$ cat config.mk
export PLATFORM = sky130hd
export DESIGN_NAME = qspi_bus_arbiter
export DESIGN_NICKNAME = d
export VERILOG_FILES = /design/src/rtl/qspi_arb_pkg.sv /design/src/rtl/qspi_bus_arbiter.sv
export SDC_FILE = /design/constraint.sdc
export NUM_CORES = 1
export LEC_CHECK = 0
export BUFFER_PORTS_ARGS = -buffer_cell sky130_fd_sc_hd__buf_2
export CAP_MARGIN = 20
export CELL_PAD_IN_SITES_DETAIL_PLACEMENT = 0
export CELL_PAD_IN_SITES_GLOBAL_PLACEMENT = 2
export CORE_ASPECT_RATIO = 0.6
export CORE_UTILIZATION = 28
export DETAILED_ROUTE_END_ITERATION = 8
export PLACE_DENSITY_LB_ADDON = 0.15
export SYNTH_ARGS = -nofsm -noshare
export SYNTH_HDL_FRONTEND = slang
export SYNTH_SLANG_ARGS = --single-unit
$ cat constraint.sdc
create_clock -name clk -period 2 [get_ports clk]
set_input_delay 0.4 -clock clk [delete_from_list [all_inputs] [get_ports clk]]
set_output_delay 0.4 -clock clk [all_outputs]
set_load 0.01 [all_outputs]
$ cat src/rtl/qspi_arb_pkg.sv
// Shared constants and the address decoder for the QSPI bus arbiter.
package qspi_arb_pkg;

  localparam int ADDR_SEL_BIT  = 24;  // 0: flash, 1: RAM
  localparam int RAM_BANK_BIT  = 23;  // 0: RAM A, 1: RAM B

  localparam logic [1:0] SEL_FLASH = 2'd0;
  localparam logic [1:0] SEL_RAM_A = 2'd1;
  localparam logic [1:0] SEL_RAM_B = 2'd2;

  typedef logic [2:0] state_t;
  localparam state_t ST_IDLE  = 3'd0;
  localparam state_t ST_ISSUE = 3'd1;
  localparam state_t ST_WAIT  = 3'd2;
  localparam state_t ST_RESP  = 3'd3;
  localparam state_t ST_ERR   = 3'd4;

  typedef struct packed {
    logic [1:0]  sel;
    logic [23:0] addr;
  } dev_target_t;

  // Flash sees a 16 MiB window; each RAM bank sees 8 MiB, zero-extended.
  function automatic dev_target_t decode_addr(input logic [24:0] addr);
    dev_target_t t;
    if (!addr[ADDR_SEL_BIT]) begin
      t.sel  = SEL_FLASH;
      t.addr = addr[23:0];
    end else begin
      t.sel  = addr[RAM_BANK_BIT] ? SEL_RAM_B : SEL_RAM_A;
      t.addr = {1'b0, addr[22:0]};
    end
    return t;
  endfunction

endpackage

$ cat src/rtl/qspi_bus_arbiter.sv
// Arbitrates fetch and data requesters onto one QSPI transfer engine.
// Optional fetch anti-starvation guard: define QSPI_ARB_STARVE_GUARD_EN.
module qspi_bus_arbiter
  import qspi_arb_pkg::*;
#(
  parameter int ADDR_W       = 25,
  parameter int STARVE_LIMIT = 4
) (
  input  logic              clk,
  input  logic              rst_n,
  input  logic              i_req,
  input  logic [ADDR_W-1:0] i_addr,
  output logic              i_ack,
  output logic              i_rvalid,
  input  logic              d_req,
  input  logic              d_we,
  input  logic [ADDR_W-1:0] d_addr,
  input  logic [31:0]       d_wdata,
  output logic              d_ack,
  output logic              d_rvalid,
  output logic              d_err,
  output logic [31:0]       rdata,
  output logic              ctrl_start,
  output logic [1:0]        ctrl_sel,
  output logic [23:0]       ctrl_addr,
  output logic              ctrl_we,
  output logic [31:0]       ctrl_wdata,
  input  logic              ctrl_done,
  input  logic [31:0]       ctrl_rdata
);

  state_t      state;
  logic        owner_data;
  logic        starved;
  logic        fetch_win;
  logic        data_win;
  logic        flash_wr;
  dev_target_t i_tgt;
  dev_target_t d_tgt;

  assign i_tgt     = decode_addr(i_addr);
  assign d_tgt     = decode_addr(d_addr);
  assign fetch_win = i_req && (!d_req || starved);
  assign data_win  = d_req && !fetch_win;
  assign flash_wr  = d_we && (d_tgt.sel == SEL_FLASH);

`ifdef QSPI_ARB_STARVE_GUARD_EN
  logic [2:0] starve_cnt;

  assign starved = (starve_cnt >= 3'(STARVE_LIMIT));

  // Counts data grants that overtook a waiting fetch.
  always_ff @(posedge clk or negedge rst_n) begin
    if (!rst_n) begin
      starve_cnt <= '0;
    end else if (state == ST_IDLE) begin
      if (fetch_win)
        starve_cnt <= '0;
      else if (data_win)
        starve_cnt <= i_req ? starve_cnt + 3'd1 : 3'd0;
    end
  end
`else
  assign starved = 1'b0;
`endif

  // NOTE: sequential state uses non-blocking assignments so every flop
  // samples pre-edge values regardless of statement order.
  always_ff @(posedge clk or negedge rst_n) begin
    if (!rst_n) begin
      state      <= ST_IDLE;
      owner_data <= 1'b0;
      i_ack      <= 1'b0;
      d_ack      <= 1'b0;
      i_rvalid   <= 1'b0;
      d_rvalid   <= 1'b0;
      d_err      <= 1'b0;
      rdata      <= '0;
      ctrl_start <= 1'b0;
      ctrl_sel   <= SEL_FLASH;
      ctrl_addr  <= '0;
      ctrl_we    <= 1'b0;
      ctrl_wdata <= '0;
    end else begin
      // Every handshake output is a single-cycle pulse by default.
      i_ack      <= 1'b0;
      d_ack      <= 1'b0;
      i_rvalid   <= 1'b0;
      d_rvalid   <= 1'b0;
      d_err      <= 1'b0;
      ctrl_start <= 1'b0;

      case (state)
        ST_IDLE: begin
          if (fetch_win) begin
            i_ack      <= 1'b1;
            owner_data <= 1'b0;
            ctrl_sel   <= i_tgt.sel;
            ctrl_addr  <= i_tgt.addr;
            ctrl_we    <= 1'b0;
            ctrl_wdata <= '0;
            state      <= ST_ISSUE;
          end else if (data_win) begin
            d_ack      <= 1'b1;
            owner_data <= 1'b1;
            if (flash_wr) begin
              state <= ST_ERR;
            end else begin
              ctrl_sel   <= d_tgt.sel;
              ctrl_addr  <= d_tgt.addr;
              ctrl_we    <= d_we;
              ctrl_wdata <= d_wdata;
              state      <= ST_ISSUE;
            end
          end
        end
        ST_ISSUE: begin
          ctrl_start <= 1'b1;
          state      <= ST_WAIT;
        end
        ST_WAIT: begin
          if (ctrl_done) begin
            rdata    <= ctrl_rdata;
            i_rvalid <= !owner_data;
            d_rvalid <= owner_data;
            state    <= ST_RESP;
          end
        end
        ST_RESP: state <= ST_IDLE;
        ST_ERR: begin
          d_err <= 1'b1;
          state <= ST_IDLE;
        end
        default: state <= ST_IDLE;
      endcase
    end
  end

endmodule

# ---- Word level (Yosys, flattened, before mapping)
# Cells that the tools add are included.
dict set report op_classes {
  n_eq_ne 6
  mux 34
  n_reduce_logical 13
}
# cell count
set ops {}
lappend ops {{two-way mux 32 bit} 3}
lappend ops {{two-way mux 24 bit} 3}
lappend ops {{two-way mux 26 bit} 2}
lappend ops {{two-way mux 1 bit} 16}
lappend ops {{two-way mux 3 bit} 4}
lappend ops {{two-way mux 2 bit} 5}
lappend ops {{one-hot mux 3 bit (3 select lines)} 1}
lappend ops {{AND reduction 2 bit} 3}
lappend ops {{inequality test 2 bit (second input constant)} 2}
lappend ops {{equality test 3 x 1 -> 1 bit (second input constant)} 1}
lappend ops {{equality test 3 x 2 -> 1 bit (second input constant)} 1}
lappend ops {{equality test 3 bit (second input constant)} 1}
lappend ops {{logical AND 1 bit} 3}
lappend ops {{logical NOT 1 bit} 3}
lappend ops {{logical NOT 3 bit} 1}
lappend ops {{inequality test 3 bit (second input constant)} 1}
lappend ops {{AND reduction 3 bit} 1}
lappend ops {{logical NOT 2 bit} 1}
lappend ops {{nonzero test 2 bit} 1}
dict set report totals {
  regBits 101
  inputBits 120
  elab_cells 66
}

# ---- Longest topological paths before layout
dict set report logic_depth {
  word_depth 8
  ltp_mapped 7
  ltp_nobuf 3
}

# ---- Worst setup path after synthesis
# No wires, ideal clock.
dict set report synth_path {
  path_type {input to register}
  start {input i_req}
  end {register ctrl_addr[16]}
  arrival_ns 1.498
  t_required_ns 1.875
  path_slack_ns 0.377
  path_stages 5
  cell_sequence {nor2b_1 -> buf_2 -> buf_2 -> mux2_2 -> mux2_2}
}
dict set report synth_between {
  elab_chain_cells 5
  word_cells_on_any_way 7
  cone_classes {1 x eq/ne; 1 x mux; 5 x reduce/logical}
}
# element line
set synth_lines {}
lappend synth_lines {{start, declared} qspi_bus_arbiter.sv:11} ;# input logic i_req,
lappend synth_lines {{logical AND 1 bit (*)} qspi_bus_arbiter.sv:43} ;# assign fetch_win = i_req && (!d_req || starved);
lappend synth_lines {{logical NOT 1 bit} qspi_bus_arbiter.sv:44} ;# assign data_win = d_req && !fetch_win;
lappend synth_lines {{logical AND 1 bit} qspi_bus_arbiter.sv:44}
lappend synth_lines {{nonzero test 2 bit (no line)} --}
lappend synth_lines {{AND reduction 3 bit (no line)} --}
lappend synth_lines {{end signal, assigned} qspi_bus_arbiter.sv:99} ;# ctrl_addr <= i_tgt.addr;
lappend synth_lines {{end signal, assigned} qspi_bus_arbiter.sv:110} ;# ctrl_addr <= d_tgt.addr;
lappend synth_lines {{end, declared} qspi_bus_arbiter.sv:25} ;# output logic [23:0] ctrl_addr,
# Mark *: on every way between the ends. The rest lies on a longest branch, timed or not.
# A chain may end at the register's enable or synchronous reset.

# ---- Worst setup path in the final report
dict set report layout_path {
  start {register state[2]}
  end {register ctrl_addr[8]}
}
dict set report layout_between {
  elab_chain_cells 2
}
# element line
set layout_lines {}
lappend layout_lines {{start, declared} qspi_bus_arbiter.sv:32} ;# state_t state;
lappend layout_lines {{start signal, assigned} qspi_bus_arbiter.sv:71} ;# state <= ST_IDLE;
lappend layout_lines {{start signal, assigned} qspi_bus_arbiter.sv:102} ;# state <= ST_ISSUE;
lappend layout_lines {{start signal, assigned} qspi_bus_arbiter.sv:107} ;# state <= ST_ERR;
lappend layout_lines {{logical NOT 3 bit} qspi_bus_arbiter.sv:93} ;# case (state)
lappend layout_lines {{AND reduction 3 bit (no line)} --}
# No other way between the ends.

==> reports/qor.csv <==
stage;metric;value;unit
critical_path;cp_data_arrival_time;1.94;ns
sta;fin_ws;0.2837;ns
yosys;synth_seq_area_share;0.5821;
floorplan;fp.coreArea;0.01480;sq mm
critical_path;cell_by_cell_listing_of_the_critical_path;nor3_4 -> o211a_4 -> buf_4 -> mux2_2;
yosys;mappedNetlistNets;445;
yosys;yosys_warnings;0;
cts;inserted_clock_buffers;9;
placed_design;hpwlAfterDp;8042;um
grt;number_of_global_route_vias_before_repair;3214;
sta;fin_crit;1.716;ns
layout;antenna_cells_inserted;0;
yosys;synthesis.instances;325;
grt;maximum_number_of_pins_on_one_net_before_global_route_repair;102;
cts;tritoncts_clock_tree;built;
grt;globalRoute.totalOverflow;0;
floorplan;die-height;98.46;um
critical_path;cpLargestDelayFamily;flip-flops;
yosys;ys_seq_elements;101;
sta;finalClockSkew;0.008578;ns
sta;slew-limit-headroom;0.6117;
detailed_routing;detail_route.drc_violations;0;
cts;cts_hold_buf;0;
sta;grt_setup_unrepaired;no;
floorplan;initial_core_util;0.2933;
cts;post_cts.resized_instances;0;
floorplan;die_area;0.01602;sq mm
sta;timing_worst_slew_pin_value;0.5825;ns
layout;post_route_cells_drive_above_1_share;0.5800;
critical_path;critPathSlowestCell;sky130_fd_sc_hd__dfrtp_1;
critical_path;worstSetupPathDepth;4;
critical_path;timing.critical_path.to_type;flop;
yosys;post_synth_instance_area;0.004342;sq mm
cts;root_buffer;sky130_fd_sc_hd__clkbuf_16;
detailed_routing;first_pass_drt_iterations;4;
critical_path;critical_path_buf_inv_count;1;
placed_design;place_congestion;0.7215;
run_status;status;complete, no violations;
cts;htree_levels;3;
detailed_routing;finalWirelength;10850;um
placed_design;place_worst_setup_slack;0.2010;ns
power;power_density;1456;mW/mm^2
cts;cts_setup_buffers;0;
power;cell_leakage_power;0.003018;uW
critical_path;worstPathMaxFanout;15;
yosys;synth_cell_type_count;25;
placed_design;io_buffer_count;216;
sta;setup-violations-final;0;
sta;max_freq;582.6;MHz
detailed_routing;overall_via_count_from_detail_route;3135;
grt;grt_usage;0.1401;
grt;grt_antenna_before_repair;1;
detailed_routing;wl_per_cell;14.50;um
floorplan;rows;34;
floorplan;number_of_i_o_pins;217;
detailed_routing;antenna_violating_nets_post_route;0;
cts;clk_latency;0.35;ns
power;worst_ir_drop_vdd;0.0004983;V
detailed_routing;drtIter0Drc;107;
critical_path;worst_setup_path_start_kind;flop;
sta;timing_hold_violations_final;0;
critical_path;critPathKind;flop to flop;
sta;fin_tns_setup;0;ns
grt;grt_pass1_wl;17220;um
sta;timing.final.crit_share;0.8582;
critical_path;worst_reg2reg_path_length_in_cells;4;
job;drv_cap;0;
layout;flow.area_growth_from_synthesis;37.78;%
sta;report.final.slew_viol_count;0;
critical_path;timing.critical_path.slowest_cell_delay;0.46;ns
cts;cts_max_path_buffers;2;
floorplan;die_w;162.8;um
cts;clkTransAtPathRegs;0.07;ns
layout;fill_cells;1471;
layout;num-nets-final;665;
detailed_routing;avgViaCountPerCell;4.191;
critical_path;cp.required;2.22;ns
worst_hold_path;hold_path.class;input pin to async pin;
yosys;syn_avg_cell_area;13.36;sq um
cts;cts_sinks;101;
==> flip-flops by register name, indices dropped and copies added, names as in the netlist <==
signal,cells
i_ack,1
ctrl_sel,2
d_ack,1
owner_data,1
rdata,32
i_rvalid,1
ctrl_start,1
ctrl_we,1
state,3
ctrl_addr,24
d_err,1
d_rvalid,1
ctrl_wdata,32
==> power breakdown <==
group          switching [uW]  internal [uW]
logic                    1690           1790
registers                 497           3020
clock network             786            921
total                    2980           5730
==> cell usage after synthesis (all sizes together) <==
| cell | n | area [sq um] |
|---|---|---|
| xnor2 | 1 | 8.760 |
| o21ai | 2 | 10.01 |
| buf | 15 | 125.1 |
| inv | 32 | 120.1 |
| nor3b | 3 | 22.52 |
| and2 | 3 | 18.77 |
| nor4bb | 1 | 10.01 |
| nor3 | 1 | 16.27 |
| mux2 | 81 | 912.1 |
| o211a | 1 | 10.01 |
| nand2 | 36 | 135.1 |
| a31oi | 2 | 12.51 |
| nand2b | 2 | 12.51 |
| or4bb | 2 | 22.52 |
| nor2 | 1 | 3.750 |
| dfrtp | 101 | 2527 |
| mux2i | 33 | 330.3 |
| nor2b | 2 | 12.51 |
| clkbuf | 3 | 11.26 |
| a21o | 1 | 7.510 |
| or2 | 2 | 12.52 |
==> per-stage QoR <==
stage	total power [uW]	cells	cell area (sq um)	hold slack, ns	utilization
after floorplan	5578	325	4342	0.1044	-
after global placement	7054	732	5694	0.4334	0.3846
after detailed placement	7129	732	5694	0.4492	0.3846
after CTS	8886	748	5982	0.1389	0.4041
after global routing	9343	748	5982	0.1541	0.4041
final	8710	748	5982	0.07587	0.4041
==> path summary, 6_finish.rpt <==
kind / start / endpoint / slack, ns
max in group asynchronous: rst_n / ctrl_addr[15] / 1.44
min in group clk: ctrl_rdata[7] / rdata[7] / 0.28
setup reg to reg: state[2] / ctrl_addr[8] / 0.28
hold reg to reg: owner_data / i_rvalid / 0.46
setup / recovery: state[2] / ctrl_addr[8] / 0.28
hold / removal: rst_n / rdata[26] / 0.08
==> cell families (layout without fill, tap and decap cells) <==
kind of cell | after synthesis | after routing | synth area share
buffers and inverters | 50 | 275 | 0.05908
xor gates and xnor gates | 1 | 1 | 0.002018
and+or+nand+nor | 53 | 53 | 0.06138
AOI/OAI and AO/OA | 6 | 6 | 0.009222
DFF | 101 | 101 | 0.5821
muxes | 114 | 114 | 0.2862
==> placed cells by master (no fill, tap or decap) <==
cell	instances
sky130_fd_sc_hd__or4bb_1	2
sky130_fd_sc_hd__nand2_1	36
sky130_fd_sc_hd__mux2_2	72
sky130_fd_sc_hd__clkinv_2	1
sky130_fd_sc_hd__nor3_4	1
sky130_fd_sc_hd__clkinv_4	2
sky130_fd_sc_hd__buf_2	215
sky130_fd_sc_hd__mux2i_1	33
sky130_fd_sc_hd__buf_12	4
sky130_fd_sc_hd__clkbuf_1	1
sky130_fd_sc_hd__mux2_1	9
sky130_fd_sc_hd__clkbuf_16	9
sky130_fd_sc_hd__nor3b_1	3
sky130_fd_sc_hd__a21o_1	1
sky130_fd_sc_hd__clkbuf_8	2
sky130_fd_sc_hd__buf_4	8
sky130_fd_sc_hd__nand2b_1	2
sky130_fd_sc_hd__inv_1	32
sky130_fd_sc_hd__or2_1	1
sky130_fd_sc_hd__xnor2_1	1
sky130_fd_sc_hd__nor2b_1	1
sky130_fd_sc_hd__nor2b_2	1
sky130_fd_sc_hd__nor2_1	1
sky130_fd_sc_hd__a31oi_1	2
sky130_fd_sc_hd__o211a_4	1
sky130_fd_sc_hd__dfrtp_1	101
sky130_fd_sc_hd__inv_6	1
sky130_fd_sc_hd__o21ai_0	2
sky130_fd_sc_hd__and2_1	3
sky130_fd_sc_hd__nor4bb_4	1
sky130_fd_sc_hd__or2_2	1
==> routing by layer <==
layer	share of wire	up-vias	track usage
met5	0.0012	-	0
met4	0.0093	2	0.02876
met3	0.082	9	0.05892
met2	0.42	115	0.2095
met1	0.48	1491	0.1889
li1	-	1518	-
==> cell type report <==
type | count | area [sq um] | share of cell area
Multi-Input combinational cell | 174 | 1583 | 0.2646
Timing Repair Buffer | 227 | 1216 | 0.2033
Inverter | 32 | 120.1 | 0.02008
Sequential cell | 101 | 2527 | 0.4225
Tap cell | 198 | 247.7 | 0.04141
Clock buffer | 12 | 256.5 | 0.04288
Clock inverter | 4 | 31.28 | 0.005229
(Power assumes the default switching activity.)
